### src/rtl/jtopl_wrseq.sv
// jtopl_wrseq: FIFO-buffered register-write sequencer driving an OPL CPU port.
// Optional status-read path enabled by defining JTOPL_WRSEQ_STATUS_EN.
module jtopl_wrseq #(
  parameter int DEPTH     = 4,
  parameter int ADDR_WAIT = 12,
  parameter int DATA_WAIT = 84
) (
  input  logic       clk,
  input  logic       rst,
  input  logic       cen,
  input  logic       req_valid,
  output logic       req_ready,
  input  logic [7:0] req_reg,
  input  logic [7:0] req_data,
  output logic       busy,
  output logic [7:0] opl_din,
  output logic       opl_addr,
  output logic       opl_cs_n,
  output logic       opl_wr_n,
  input  logic [7:0] opl_dout,
  input  logic       st_req,
  output logic       st_valid,
  output logic [7:0] st_data
);

  localparam int PW    = (DEPTH > 1) ? $clog2(DEPTH) : 1;
  localparam int AWAIT = (ADDR_WAIT < 1) ? 1 : ADDR_WAIT;
  localparam int DWAIT = (DATA_WAIT < 1) ? 1 : DATA_WAIT;
  localparam int CW    = 16;
  localparam logic [CW-1:0] ALOAD = CW'(AWAIT - 1);
  localparam logic [CW-1:0] DLOAD = CW'(DWAIT - 1);

  localparam logic [2:0] S_IDLE = 3'd0;
  localparam logic [2:0] S_AWR  = 3'd1;
  localparam logic [2:0] S_AW   = 3'd2;
  localparam logic [2:0] S_DWR  = 3'd3;
  localparam logic [2:0] S_DW   = 3'd4;
  localparam logic [2:0] S_RD   = 3'd5;

  logic [15:0]   r_mem [DEPTH];
  logic [PW-1:0] r_rdPtr;
  logic [PW-1:0] r_wrPtr;
  logic [PW:0]   r_count;
  logic [2:0]    r_state;
  logic [CW-1:0] r_wait;
  logic [7:0]    r_curData;

  logic        w_empty;
  logic        w_full;
  logic        w_push;
  logic        w_pop;
  logic        w_dispatch;
  logic        w_goWrite;
  logic        w_goRead;
  logic        w_stPending;
  logic [15:0] w_head;

  assign w_empty   = (r_count == '0);
  assign w_full    = (r_count == (PW+1)'(DEPTH));
  assign req_ready = !w_full;
  assign w_push    = req_valid && req_ready;
  assign w_head    = r_mem[r_rdPtr];

  // The end of a data wait dispatches like IDLE so back-to-back writes lose no cen.
  assign w_dispatch = cen && ((r_state == S_IDLE) || ((r_state == S_DW) && (r_wait == '0)));
  assign w_goWrite  = w_dispatch && !w_empty;
  assign w_goRead   = w_dispatch && w_empty && w_stPending;
  assign w_pop      = w_goWrite;
  assign busy       = (r_state != S_IDLE) || !w_empty || w_stPending;

  always_ff @(posedge clk) begin
    if (w_push) r_mem[r_wrPtr] <= {req_reg, req_data};
  end

  always_ff @(posedge clk) begin
    if (rst) begin
      r_rdPtr <= '0;
      r_wrPtr <= '0;
      r_count <= '0;
    end else begin
      if (w_push) r_wrPtr <= r_wrPtr + PW'(1);
      if (w_pop)  r_rdPtr <= r_rdPtr + PW'(1);
      r_count <= r_count + (PW+1)'(w_push) - (PW+1)'(w_pop);
    end
  end

`ifdef JTOPL_WRSEQ_STATUS_EN
  logic r_stPending;

  always_ff @(posedge clk) begin
    if (rst) r_stPending <= 1'b0;
    else     r_stPending <= (r_stPending && !w_goRead) || st_req;
  end

  assign w_stPending = r_stPending;
`else
  logic w_unused;

  assign w_stPending = 1'b0;
  assign w_unused    = ^{st_req, opl_dout};
  assign st_valid    = 1'b0;
  assign st_data     = 8'h00;
`endif

  always_ff @(posedge clk) begin
    if (rst) begin
      r_state   <= S_IDLE;
      r_wait    <= '0;
      r_curData <= '0;
      opl_din   <= '0;
      opl_addr  <= 1'b0;
      opl_cs_n  <= 1'b1;
      opl_wr_n  <= 1'b1;
`ifdef JTOPL_WRSEQ_STATUS_EN
      st_valid  <= 1'b0;
      st_data   <= '0;
`endif
    end else begin
`ifdef JTOPL_WRSEQ_STATUS_EN
      st_valid <= 1'b0;
`endif
      if (cen) begin
        case (r_state)
          S_AWR: begin
            opl_cs_n <= 1'b1;
            opl_wr_n <= 1'b1;
            r_wait   <= ALOAD;
            r_state  <= S_AW;
          end
          S_AW: begin
            if (r_wait == '0) begin
              opl_addr <= 1'b1;
              opl_din  <= r_curData;
              opl_cs_n <= 1'b0;
              opl_wr_n <= 1'b0;
              r_state  <= S_DWR;
            end else begin
              r_wait <= r_wait - CW'(1);
            end
          end
          S_DWR: begin
            opl_cs_n <= 1'b1;
            opl_wr_n <= 1'b1;
            r_wait   <= DLOAD;
            r_state  <= S_DW;
          end
          S_DW: begin
            if (r_wait != '0) r_wait <= r_wait - CW'(1);
          end
          S_RD: begin
            opl_cs_n <= 1'b1;
            r_state  <= S_IDLE;
`ifdef JTOPL_WRSEQ_STATUS_EN
            st_data  <= opl_dout;
            st_valid <= 1'b1;
`endif
          end
          default: ;
        endcase

        if (w_goWrite) begin
          opl_addr  <= 1'b0;
          opl_din   <= w_head[15:8];
          r_curData <= w_head[7:0];
          opl_cs_n  <= 1'b0;
          opl_wr_n  <= 1'b0;
          r_state   <= S_AWR;
        end else if (w_goRead) begin
          opl_addr <= 1'b0;
          opl_cs_n <= 1'b0;
          opl_wr_n <= 1'b1;
          r_state  <= S_RD;
        end else if (w_dispatch) begin
          r_state <= S_IDLE;
        end
      end
    end
  end

endmodule

### config.mk
export PLATFORM = sky130hd
export DESIGN_NAME = jtopl_wrseq
export DESIGN_NICKNAME = d
export VERILOG_FILES = /design/src/rtl/jtopl_wrseq.sv
export SDC_FILE = /design/constraint.sdc
export NUM_CORES = 1
export LEC_CHECK = 0
export ABC_AREA = 1
export CAP_MARGIN = 10
export CORE_MARGIN = 2
export CORE_UTILIZATION = 61
export DETAILED_ROUTE_END_ITERATION = 7
export PLACE_DENSITY = 0.81
export SKIP_LAST_GASP = 1
export SYNTH_ARGS = -nofsm -noshare
export SYNTH_HDL_FRONTEND = slang
export SYNTH_SLANG_ARGS = --single-unit
### constraint.sdc
create_clock -name clk -period 3.9 [get_ports clk]
set_clock_uncertainty 0.2 [all_clocks]
set_input_delay 0.585 -clock clk [delete_from_list [all_inputs] [get_ports clk]]
set_output_delay 0.585 -clock clk [all_outputs]
set_load 0.01 [all_outputs]
==> flow_summary.json <==
{
  "status": "finished clean",
  "period_needed_ps": 2905,
  "required_ps": 4010,
  "layout-drive-gt1-share_pct": 8.466,
  "die_w_um": 93.77,
  "htreeDepth": 3,
  "placed_cell_area_um2": 5303,
  "placed_cells": 653,
  "clkLatencyLatePin_ps": 370,
  "gp_congestion": 0.8967,
  "viasPerCell": 5.577,
  "wirelength_um": 9667,
  "start_util_pct": 63.29,
  "first_iter_violations": 208,
  "nets": 600,
  "yosysMostFrequentCell": "nand2_1",
  "min_from": "opl_addr",
  "ys_seq_area_share_pct": 58.23,
  "holdPathStages": 2,
  "critPathLaunchType": "register",
  "grt_max_degree": 34,
  "route.detailed.wl_per_inst_um": 14.45,
  "slew_violations": 0,
  "ios": 51,
  "dp_hpwl_um": 6503,
  "grt_overflow_total": 0,
  "rsz0062_at_grt": "no",
  "n_antenna_cell": 0,
  "async_flop_share_pct": 0,
  "chipHeight_um": 93.77,
  "ys.flop_type": "edfxtp_1",
  "leakagePower_nw": 2.181,
  "cp_max_fo": 13,
  "clock-sinks": 111,
  "worst_setup_path_end_kind": "register",
  "relSlewSlack_pct": 61.60,
  "rr_worst_depth": 12,
  "grt_pass1_vias": 3565,
  "synth_area_um2": 4916,
  "post_cts_buffers": 0,
  "yosys_warnings": 0,
  "ys_seq_elements": 111,
  "route.detailed.drc": 0,
  "synth-edff-count": 64,
  "grt_first_pass_wirelength_um": 16080,
  "rows": 32,
  "core-area_um2": 7767,
  "synth_top_area_cell": "edfxtp_1",
  "ir_worst_vdd_mv": 0.3894,
  "numCtsBuffers": 9,
  "ant_nets": 0,
  "postCtsHoldBufs": 0,
  "cts_tree": "yes",
  "synth_area_leaders": "edfxtp_1 (39%), dfxtp_1 (19%), nand2_1 (6.8%), nor2_1 (6.6%), o21ai_0 (4.5%)",
  "r2r_start": "r_count[2]",
  "avgSynthCellArea_um2": 9.328,
  "cp.arrival_ps": 3020,
  "final-setup-viol-count": 0,
  "drt_pass1_iterations": 5,
  "grt_antenna_before_repair": 0,
  "fp.dieArea_um2": 8793,
  "fin_crit_sh_pct": 74.48,
  "reg2reg_slack_ps": 1000,
  "hold_viol": 0,
  "hold_path_end": "opl_addr",
  "power_density_nw_per_um2": 754.5,
  "syn_inst": 527,
  "syn_to_final_growth_pct": 12.01,
  "clock.fmax_ghz": 0.3443,
  "track_usage_pct": 23.72,
  "fin_cells": 669,
  "clk_pin_slew_ps": 110,
  "tightestPinTransition_ps": 572.5,
  "timing.rr.end": "r_count[2]",
  "vias": 3731,
  "synth.distinct_cells": 36,
  "hold_path_class": "register to register",
  "synth_top_area_share_pct": 39.09,
  "cap_violations": 0,
  "worstSetupPathType": "register to register",
  "port_buffers": 32,
  "ctsResizeCount": 0,
  "root_buffer": "clkbuf_8",
  "synth_common_cells": "nand2_1 (89), nor2_1 (87), edfxtp_1 (64), dfxtp_1 (47), o21ai_0 (44)",
  "power_mw": 4.155,
  "fin_tns_setup_ps": 0,
  "final_area_um2": 5507,
  "cts.path.max_buffers": 2
}
cells by family after synthesis:
family                   count (synthesis)  share of synthesized area, %
AO/OA/AOI/OAI                           99                         10.94
AND/OR/NAND/NOR                        232                         20.87
other                                    1                       0.07628
flip-flops                             111                         58.23
adder cells (fa/ha/maj)                  9                         2.443
buffers and inverters                   72                         6.897
XOR/XNOR                                 3                        0.5346
routing by layer:
layer | wire (um) | vias up | GRT usage, % | share of wire (%)
li1 | - | 1825 | - | -
met2 | 5033 | 126 | 42.80 | 52
met1 | 3909 | 1761 | 28.45 | 40
met4 | 174 | 0 | 6.763 | 1.8
met5 | 0 | - | 0 | 0
met3 | 549 | 19 | 5.217 | 5.7
how the worst max path moves through the flow:
stage,startpoint,to,slack [ps],depth (start not counted)
2_1_floorplan,r_wait[0],r_count[2],1340,17
3_3_place_gp,cen,r_count[2],760,14
3_5_place_dp,cen,r_count[2],690,14
4_1_cts,r_count[2],r_count[2],1040,12
5_1_grt,r_wait[0],r_count[2],830,16
6_report,r_count[2],r_count[2],1000,12
through the flow:
step	setup slack [ps]	utilization [%]	hold WS, ps
3_3_place_gp	757.1	68.27	233.2
2_1_floorplan	1340	-	250.7
5_1_grt	825.2	70.89	314.2
3_5_place_dp	687.4	68.27	244.5
6_report	995.4	70.89	257.6
4_1_cts	1036	70.89	261.8
report_power, final:
group          internal (mW)  total (mW)  leakage, nW  switching (mW)
sequential              1.48        1.63        0.970           0.150
clock                  0.259       0.686       0.0998           0.427
combinational          0.661        1.84         1.11            1.18
total                   2.40        4.15         2.18            1.76
layout make-up:
class / instances / area [um^2]
multi-input cells: 352 / 1744
inverters: 46 / 172.7
fillers: 570 / 2261
repair buffers: 42 / 395.4
well taps: 102 / 127.6
clock inverters: 7 / 80.08
clock buffers: 9 / 123.9
flip-flops and latches: 111 / 2863
cells in the final DEF (no fill, tap or decap), types with 2 or more instances in the layout:
cell,Yosys,routed
a21oi_1,34,34
and3_1,2,2
buf_4,12,10
clkbuf_8,0,9
clkdlybuf4s50_1,0,32
clkinv_1,2,2
conb_1,1,9
dfxtp_1,47,47
edfxtp_1,64,64
ha_1,8,8
inv_1,40,40
inv_2,4,4
inv_8,0,2
nand2_1,89,89
nand2_2,6,6
nand2_4,2,2
nand3_1,19,19
nand3_2,2,2
nand3b_1,2,2
nand4_1,12,12
nor2_1,87,87
nor2_2,2,2
nor2_4,3,3
nor3_1,5,5
o21ai_0,44,44
o22ai_1,16,16
xnor2_1,2,2
worst max-delay path: stages (launching register included):
cell	delay, ps
dfxtp_1	350
nor3_1	460
clkinv_1	380
nand3_2	190
inv_2	110
ha_1	280
inv_1	50
ha_1	120
inv_1	40
fa_1	350
inv_1	80
o21ai_0	80
a21oi_1	140
flip-flops by register name (all words and copies together) (netlist names), named ones only:
name       count
r_count        3
opl_cs_n       1
r_curData      8
r_mem         64
r_rdPtr        2
opl_addr       1
r_state        3
opl_wr_n       1
opl_din        8
r_wrPtr        2
r_wait        16
(Power assumes the default switching activity.)
